### src/rtl/gemm_pkg.sv
// Shared definitions for the gemm sequencer: precision modes, FSM states, mode check.
// Latency: n/a (declarations only).
// Backpressure: n/a.
package gemm_pkg;

    localparam logic [2:0] SEL_NONE  = 3'b000;
    localparam logic [2:0] SEL_INT4  = 3'b001;
    localparam logic [2:0] SEL_INT2  = 3'b010;
    localparam logic [2:0] SEL_INT16 = 3'b011;
    localparam logic [2:0] SEL_INT8  = 3'b100;

    typedef enum logic [1:0] {
        ST_IDLE  = 2'd0,
        ST_RUN   = 2'd1,
        ST_DRAIN = 2'd2,
        ST_DONE  = 2'd3
    } gemm_seq_state_t;

    // Only the four datapath precisions are legal; everything else is reported as an error.
    function automatic logic is_legal_mode(input logic [2:0] mode);
        return (mode == SEL_INT4) || (mode == SEL_INT2) ||
               (mode == SEL_INT16) || (mode == SEL_INT8);
    endfunction

endpackage

### src/rtl/gemm_acc.sv
// 64-bit unsigned accumulator with clear, enable, modulo-2^64 wrap and sticky carry-out.
// Latency: addend visible in acc one cycle after en.
// Backpressure: none; adds whenever en is high.
module gemm_acc (
    input  logic        clk,
    input  logic        nrst,
    input  logic        clr,
    input  logic        en,
    input  logic [63:0] din,
    output logic [63:0] acc,
    output logic        ovf
);

    logic [63:0] acc_q, acc_d;
    logic        ovf_q, ovf_d;
    logic        carry;
    logic [63:0] sum;

    // Next accumulator value: clear wins, otherwise add and remember any carry out of bit 63.
    always_comb begin
        acc_d        = acc_q;
        ovf_d        = ovf_q;
        {carry, sum} = {1'b0, acc_q} + {1'b0, din};
        if (clr) begin
            acc_d = '0;
            ovf_d = 1'b0;
        end else if (en) begin
            acc_d = sum;
            ovf_d = ovf_q | carry;
        end
    end

    // Accumulator state with synchronous active-low reset.
    always_ff @(posedge clk) begin
        if (!nrst) begin
            acc_q <= '0;
            ovf_q <= 1'b0;
        end else begin
            acc_q <= acc_d;
            ovf_q <= ovf_d;
        end
    end

    assign acc = acc_q;
    assign ovf = ovf_q;

endmodule

### src/rtl/gemm_seq_ctrl.sv
// Sequencer streaming operand beats through a register stage into the gemm datapath and summing its output.
// Latency: last beat accepted at t -> result valid at t+2; degenerate command -> result next cycle.
// Backpressure: op_ready only in RUN; result held in DONE until res_ready; no new command until then.
module gemm_seq_ctrl
    import gemm_pkg::*;
#(
    parameter int CNT_W = 16
) (
    input  logic             clk,
    input  logic             nrst,
    input  logic             cmd_valid,
    output logic             cmd_ready,
    input  logic [2:0]       cmd_mode,
    input  logic [CNT_W-1:0] cmd_len,
    input  logic             op_valid,
    output logic             op_ready,
    input  logic [63:0]      op_a,
    input  logic [63:0]      op_b,
    output logic [2:0]       gemm_sel,
    output logic [63:0]      gemm_a,
    output logic [63:0]      gemm_b,
    input  logic [63:0]      gemm_in,
    output logic             res_valid,
    input  logic             res_ready,
    output logic [63:0]      res_data,
    output logic             res_err,
    output logic             res_ovf,
    output logic             busy
);

    gemm_seq_state_t  state_q, state_d;
    logic [2:0]       mode_q, mode_d;
    logic [CNT_W-1:0] remaining_q, remaining_d;
    logic             stage_v_q, stage_v_d;
    logic [63:0]      gemm_a_q, gemm_a_d;
    logic [63:0]      gemm_b_q, gemm_b_d;
    logic             err_q, err_d;
    logic             acc_clr;

    // Next-state logic: command intake, operand staging and result hand-off.
    always_comb begin
        state_d     = state_q;
        mode_d      = mode_q;
        remaining_d = remaining_q;
        stage_v_d   = 1'b0;
        gemm_a_d    = gemm_a_q;
        gemm_b_d    = gemm_b_q;
        err_d       = err_q;
        acc_clr     = 1'b0;
        case (state_q)
            ST_IDLE: begin
                if (cmd_valid) begin
                    mode_d  = cmd_mode;
                    err_d   = !is_legal_mode(cmd_mode);
                    acc_clr = 1'b1;
                    if (!is_legal_mode(cmd_mode) || (cmd_len == '0)) begin
                        state_d = ST_DONE;
                    end else begin
                        remaining_d = cmd_len;
                        state_d     = ST_RUN;
                    end
                end
            end
            ST_RUN: begin
                if (op_valid) begin
                    gemm_a_d    = op_a;
                    gemm_b_d    = op_b;
                    stage_v_d   = 1'b1;
                    remaining_d = remaining_q - CNT_W'(1);
                    if (remaining_q == CNT_W'(1)) begin
                        state_d = ST_DRAIN;
                    end
                end
            end
            // The last staged beat accumulates during this cycle.
            ST_DRAIN: state_d = ST_DONE;
            ST_DONE: begin
                if (res_ready) begin
                    state_d = ST_IDLE;
                end
            end
            default: state_d = ST_IDLE;
        endcase
    end

    // Sequencer registers; reset abandons any in-flight command.
    always_ff @(posedge clk) begin
        if (!nrst) begin
            state_q     <= ST_IDLE;
            mode_q      <= SEL_NONE;
            remaining_q <= '0;
            stage_v_q   <= 1'b0;
            gemm_a_q    <= '0;
            gemm_b_q    <= '0;
            err_q       <= 1'b0;
        end else begin
            state_q     <= state_d;
            mode_q      <= mode_d;
            remaining_q <= remaining_d;
            stage_v_q   <= stage_v_d;
            gemm_a_q    <= gemm_a_d;
            gemm_b_q    <= gemm_b_d;
            err_q       <= err_d;
        end
    end

    gemm_acc u_acc (
        .clk  (clk),
        .nrst (nrst),
        .clr  (acc_clr),
        .en   (stage_v_q),
        .din  (gemm_in),
        .acc  (res_data),
        .ovf  (res_ovf)
    );

    // Outputs decode straight from registered state; the selector is zero outside RUN/DRAIN
    // so the datapath contributes nothing while idle or holding a result.
    assign cmd_ready = (state_q == ST_IDLE);
    assign op_ready  = (state_q == ST_RUN);
    assign res_valid = (state_q == ST_DONE);
    assign busy      = (state_q != ST_IDLE);
    assign gemm_sel  = ((state_q == ST_RUN) || (state_q == ST_DRAIN)) ? mode_q : SEL_NONE;
    assign gemm_a    = gemm_a_q;
    assign gemm_b    = gemm_b_q;
    assign res_err   = err_q;

endmodule

### config.mk
export PLATFORM = sky130hd
export DESIGN_NAME = gemm_seq_ctrl
export DESIGN_NICKNAME = d
export VERILOG_FILES = /design/src/rtl/gemm_pkg.sv /design/src/rtl/gemm_acc.sv /design/src/rtl/gemm_seq_ctrl.sv
export SDC_FILE = /design/constraint.sdc
export NUM_CORES = 1
export LEC_CHECK = 0
export BUFFER_PORTS_ARGS = -buffer_cell sky130_fd_sc_hd__buf_2
export CAP_MARGIN = 0
export CORE_AREA = 5 5 157 159
export CTS_BUF_LIST = sky130_fd_sc_hd__clkbuf_4 sky130_fd_sc_hd__clkbuf_8
export DETAILED_ROUTE_END_ITERATION = 10
export DIE_AREA = 0 0 162 164
export GPL_ROUTABILITY_DRIVEN = 0
export GPL_TIMING_DRIVEN = 0
export PLACE_DENSITY = 0.83
export SKIP_LAST_GASP = 1
export SLEW_MARGIN = 10
export SYNTH_ARGS = -nofsm -noshare
export SYNTH_HDL_FRONTEND = slang
export SYNTH_SLANG_ARGS = --single-unit
### constraint.sdc
create_clock -name clk -period 5.9 [get_ports clk]
set_clock_uncertainty 0.2 [all_clocks]
set_input_delay 0.295 -clock clk [delete_from_list [all_inputs] [get_ports clk]]
set_output_delay 0.295 -clock clk [all_outputs]
set_load 0.01 [all_outputs]
* Word level (Yosys, flattened, before mapping)
Cells that the tools add are included.
** Storage, ports and cells
- Word-level logic and storage cells :: 56
- Memories :: 0
- Register bits :: 216
- RAM bits :: 0
- Output and inout port bits :: 201
- Bits in latches :: 0
- Bits in read-only memories :: 0
** Operators by class
- Add/sub/neg operators :: 2
- Magnitude comparators :: 0
- Reduce and logical (&&, ||, !) cells :: 16
- Shift operators :: 0
- Muxes and demuxes :: 14
- Bitwise gates (word level) :: 2
- Equal/unequal tests :: 13
- Div/mod/pow operators :: 0
- Multiply operators :: 0
** Operator list (count)
- $add A64 B64 Y65 :: 1
- $mux W16 :: 3
- $pmux W16 S2 :: 1
- $eq A16 B1 Y1 const B :: 1
- $logic_not A16 Y1 :: 1
- $sub A16 B1 Y16 const B :: 1
- $mux W2 :: 5
- $pmux W2 S4 :: 1
- $reduce_and A4 Y1 :: 2
- $eq A3 B2 Y1 const B :: 2
- $ne A2 B2 Y1 const B :: 3
- $reduce_and A2 Y1 :: 3
- $logic_or A1 B1 Y1 :: 5
- $eq A2 B2 Y1 const B :: 2
- $ne A2 B1 Y1 const B :: 2
- $reduce_bool A2 Y1 :: 2
- $eq A3 B1 Y1 const B :: 1
- $eq A3 B3 Y1 const B :: 1
- $mux W1 :: 3
- $mux W3 :: 1
- $eq A2 B1 Y1 const B :: 1
- $logic_not A2 Y1 :: 1
- $reduce_or A2 Y1 :: 1
- $logic_not A1 Y1 :: 1
- other kinds (2) :: 2

* Depth between registers and ports, before layout
- Depth after elaboration :: 9
- Mapped depth :: 11
- Gate-level depth less buffers :: 11

* By module
A second synthesis with hierarchy kept.
** Unflattened totals
- Cells, all modules :: 1534
- Area total of the unflattened synthesis :: 11815.1 µm²
** By module, submodules not included
- gemm_acc :: times used 1, sequential area each 1301.2 µm², cells an instance 780, area each 6012.0 µm²
- gemm_seq_ctrl :: times used 1, sequential area each 3022.9 µm², cells an instance 754, area each 5803.1 µm²

* Least setup slack after synthesis
No wires, ideal clock.
- Path kind :: register to register
- Start point :: register u_acc.acc_q[0], in the netlist u_acc.acc[0]
- End point :: register u_acc.acc_q[52], in the netlist u_acc.acc[52]
- Arrival :: 2.989 ns
- Required time :: 5.641 ns
- Setup time :: 0.059 ns
- Clock period less this slack :: 3.248 ns
- Cell stages (with the launch flop) :: 12
- Setup slack :: 2.652 ns
- Cells stage by stage :: dfxtp_1 ha_1 fa_1 a21o_1 a311o_1 nor4bb_2 o31a_1 o21ai_2 o21ai_2 a221o_1 o311ai_2 a221o_1
** On the way
- Word-level cells in the longest chain between the ends :: 1
** Ends and longest elaborated chain
- from (decl) :: line gemm_acc.sv:14 : logic [63:0] acc_q, acc_d;
- from (signal assigned) :: line gemm_acc.sv:36 : acc_q <= '0;
- from (signal assigned) :: line gemm_acc.sv:39 : acc_q <= acc_d;
- $add A64 B64 Y65 :: line gemm_acc.sv:23 : {carry, sum} = {1'b0, acc_q} + {1'b0, din};
No other way between the ends.
A chain may end at the register's enable or synchronous reset.

* Worst setup path in the final report
- Start point :: input port gemm_in[0]
- End point :: register u_acc.acc_q[52], in the netlist u_acc.acc[52]
** On the way
- Word-level cells in the longest chain between the ends :: 1
** Ends and longest elaborated chain
- from (decl) :: line gemm_seq_ctrl.sv:22 : input logic [63:0] gemm_in,
- $add A64 B64 Y65 :: line gemm_acc.sv:23
No other way between the ends.

==> results.yml <==
clock_tree:
  htreeDepth: 2
  cts.path.max_buffers: 3
  numCtsBuffers: 38
  clk_latency_ns: 0.54
  cts-root-buf: "clkbuf_8"
  clk_pin_slew_ns: 0.07
  clkSinkCount: 216
  ctsResizeCount: 0
  cts_tree: "built"
  cts_setup_buffers: 0
route:
  drt_pass1_iterations: 7
  drtIter0Drc: 1806
  vias: 15068
  viasPerCell: 6.10
  routedWlPerCell_um: 21.4
  wl_um: 52900
  route.antenna.remaining_nets: 0
  route.detailed.drc: 0
logic_synthesis:
  synth_edf_count: 0
  ys_warn_count: 0
  synth_fp_nets: 1831
  postSynth.asyncResetShare_pct: 0
  synth_cell_types: 73
  postSynthRegisterBits: 216
  synth_cells: 1544
  avgSynthCellArea_um2: 7.73
  synthesis.area_um2: 11900
  yosys_most_used_dff: "dfxtp_1"
  yosysSeqAreaShare_pct: 36.2
timing:
  setup_viol: 0
  tightest_slew_ns: 0.796
  fin_setup_tns_ns: 0
  hold_viol_final: 0
  timing.final.ws_setup_ns: 2.09
  fmax_mhz: 263
  min_period_over_period_pct: 64.5
  fin_crit_ns: 3.81
  rsz0062_at_grt: "false"
  final_max_slew_viol_count: 0
  max_slew_margin_pct: 47.0
floorplanning:
  initial_core_util_pct: 51.6
  design.core.area_um2: 23100
  die_x_um: 162
  ioPinCount: 417
  die_area_um2: 26600
  rows: 56
  die_h_um: 164
pwr:
  power_switching_mw: 1.98
  combPwrFrac_pct: 35.0
  p_sw_share_pct: 38.9
  intPower_mw: 3.12
  clkPwrFrac_pct: 29.0
  cellLeakagePower_nw: 7.60
  finalPower_mw: 5.10
  power_density_nw_per_um2: 307
  power_frac_seq_pct: 36.0
  max-vdd-ir-drop_uv: 278
worst_setup_path:
  worstReg2RegStart: "u_acc.acc[0]"
  regToRegSetupSlack_ns: 2.20
  worstSetupEndpointType: "register"
  critical_path_arrival_ns: 4.08
  path_max_fanout: 5
  start_kind: "input pin"
  r2r_cells: 11
  crit_type: "input pin to register"
  r2r-end: "u_acc.acc[52]"
  cp.required_ns: 6.18
worst_hold_path:
  hold_class: "input pin to register"
  min_from: "cmd_len[12]"
  hold_path_depth: 4
  min_to: "remaining_q[12]"
final_layout:
  fillCellCount: 1676
  finalInstanceArea_um2: 16600
  layout.nets: 2430
  instances_no_fill: 2469
  multi_input_area_um2: 7130
  layout_common_cells: "416 x buf_2, 366 x nand2_1, 216 x dfxtp_1"
  areaGrowthSynthToFinish_pct: 39.4
  seq_area_um2: 4320
  drive_above_1_share_pct: 23.5
  final_common_cell: "buf_2"
grt:
  met2_usage_pct: 59.7
  grt_use_total_pct: 37.8
  gr-total-overflow: 0
  antenna_found_initial: 12
  met3_usage_pct: 15.9
  grt_most_used_layer: "met2"
  grt_pass1_wl_um: 79800
  grt_pass1_vias: 15035
  grt_max_degree: 12
  use_met1_pct: 41.7
placed_design:
  portBuffers: 415
  place_area_um2: 14400
  hpwl_um: 35300
  dpl_worst_slack_ns: 2.17
  dp.cells: 2249
outcome:
  run_status: "finished clean"
run:
  cap_violations: 0
-- synth_stat cells, types with 8 or more instances --
cell type / number / area, um^2
o211ai_1: 12 / 90.1
o21bai_1: 22 / 165
ha_1: 70 / 876
buf_1: 8 / 30.0
nor4_1: 13 / 81.3
and2_1: 11 / 68.8
a211o_1: 8 / 70.1
o21a_1: 12 / 90.1
o21ai_0: 62 / 310
a21o_1: 31 / 233
nand2_1: 366 / 1370
a21oi_1: 193 / 966
o221a_2: 8 / 90.1
nand4_1: 23 / 144
nor3_1: 17 / 85.1
mux2i_1: 30 / 300
clkbuf_1: 74 / 278
inv_1: 27 / 101
nand3_1: 20 / 100
nor2_1: 107 / 402
a31oi_1: 10 / 62.6
xor2_1: 17 / 149
a21boi_0: 54 / 405
dfxtp_1: 216 / 4320
xnor2_1: 29 / 254
and3_1: 11 / 68.8
nor2b_1: 8 / 50.1
-- worst max path at each step --
stage                       from  depth (start not counted)            end
CTS                   gemm_in[0]                         13  u_acc.acc[52]
detailed placement    gemm_in[0]                         12  u_acc.acc[52]
finish                gemm_in[0]                         13  u_acc.acc[52]
floorplan           u_acc.acc[0]                         11  u_acc.acc[52]
global route          gemm_in[0]                         13  u_acc.acc[52]
global placement      gemm_in[0]                         12  u_acc.acc[52]
-- metal layers --
layer | wire length (um) | vias to the layer above
li1 | - | 6643
met1 | 18300 | 6871
met2 | 23400 | 1162
met3 | 7050 | 384
met4 | 4150 | 8
met5 | 55 | -
-- final cells by class --
cell class	count	share of cell area (%)
tap	290	2.18
multi-input combinational	1211	42.9
clock buffer	56	4.15
buffer	88	2.18
inverter	29	0.655
clock inverter	11	0.610
timing repair buffer	559	21.2
sequential	216	26.0
antenna	9	0.135
-- metrics by stage --
stage               utilization (%)  hold slack (ns)
finish                         71.9           0.0217
global route                   71.9           0.0298
detailed placement             62.1            0.245
global placement               62.1            0.239
floorplan                         -            0.231
CTS                            71.8          0.00221
-- worst max-delay path, stage by stage --
cell	delay [ns]
dlygate4sd3_1	0.53
buf_2	0.14
ha_1	0.24
fa_1	0.41
a21o_1	0.22
a311o_1	0.39
nor4bb_2	0.19
o31a_1	0.34
o21ai_2	0.23
o21ai_2	0.13
a221o_1	0.45
o311ai_2	0.34
a221o_1	0.18
-- logic make-up after synthesis --
family | after synthesis | share of synthesized area [%]
buffers and inverters | 117 | 3.95
AO/OA/AOI/OAI | 467 | 25.1
flip-flops | 216 | 36.2
adder cells (fa/ha/maj) | 71 | 7.51
multiplexers | 30 | 2.52
XOR/XNOR | 46 | 3.38
AND/OR/NAND/NOR | 597 | 21.3
-- sequential cells by signal (all words and copies together) (netlist names) --
name,cells
gemm_a,64
gemm_b,64
u_acc.acc,64
remaining_q,16
mode_q,3
state_q,2
res_err,1
stage_v_q,1
u_acc.ovf,1
-- power by group through the flow --
stage | logic [mW] | registers (mW) | clock network [mW]
detailed placement | 1.59 | 1.83 | 0
global placement | 1.56 | 1.82 | 0
CTS | 1.69 | 1.80 | 1.46
finish | 1.79 | 1.83 | 1.48
global route | 1.93 | 1.85 | 1.55
floorplan | 0.957 | 1.87 | 0
-- what timing repair did --
| action | CTS | global route |
|---|---|---|
| endpoints found under the hold margin | 142 | 0 |
| endpoints found under the setup margin | 0 | 0 |
| hold buffers | 144 | 0 |
(Power assumes the default switching activity.)
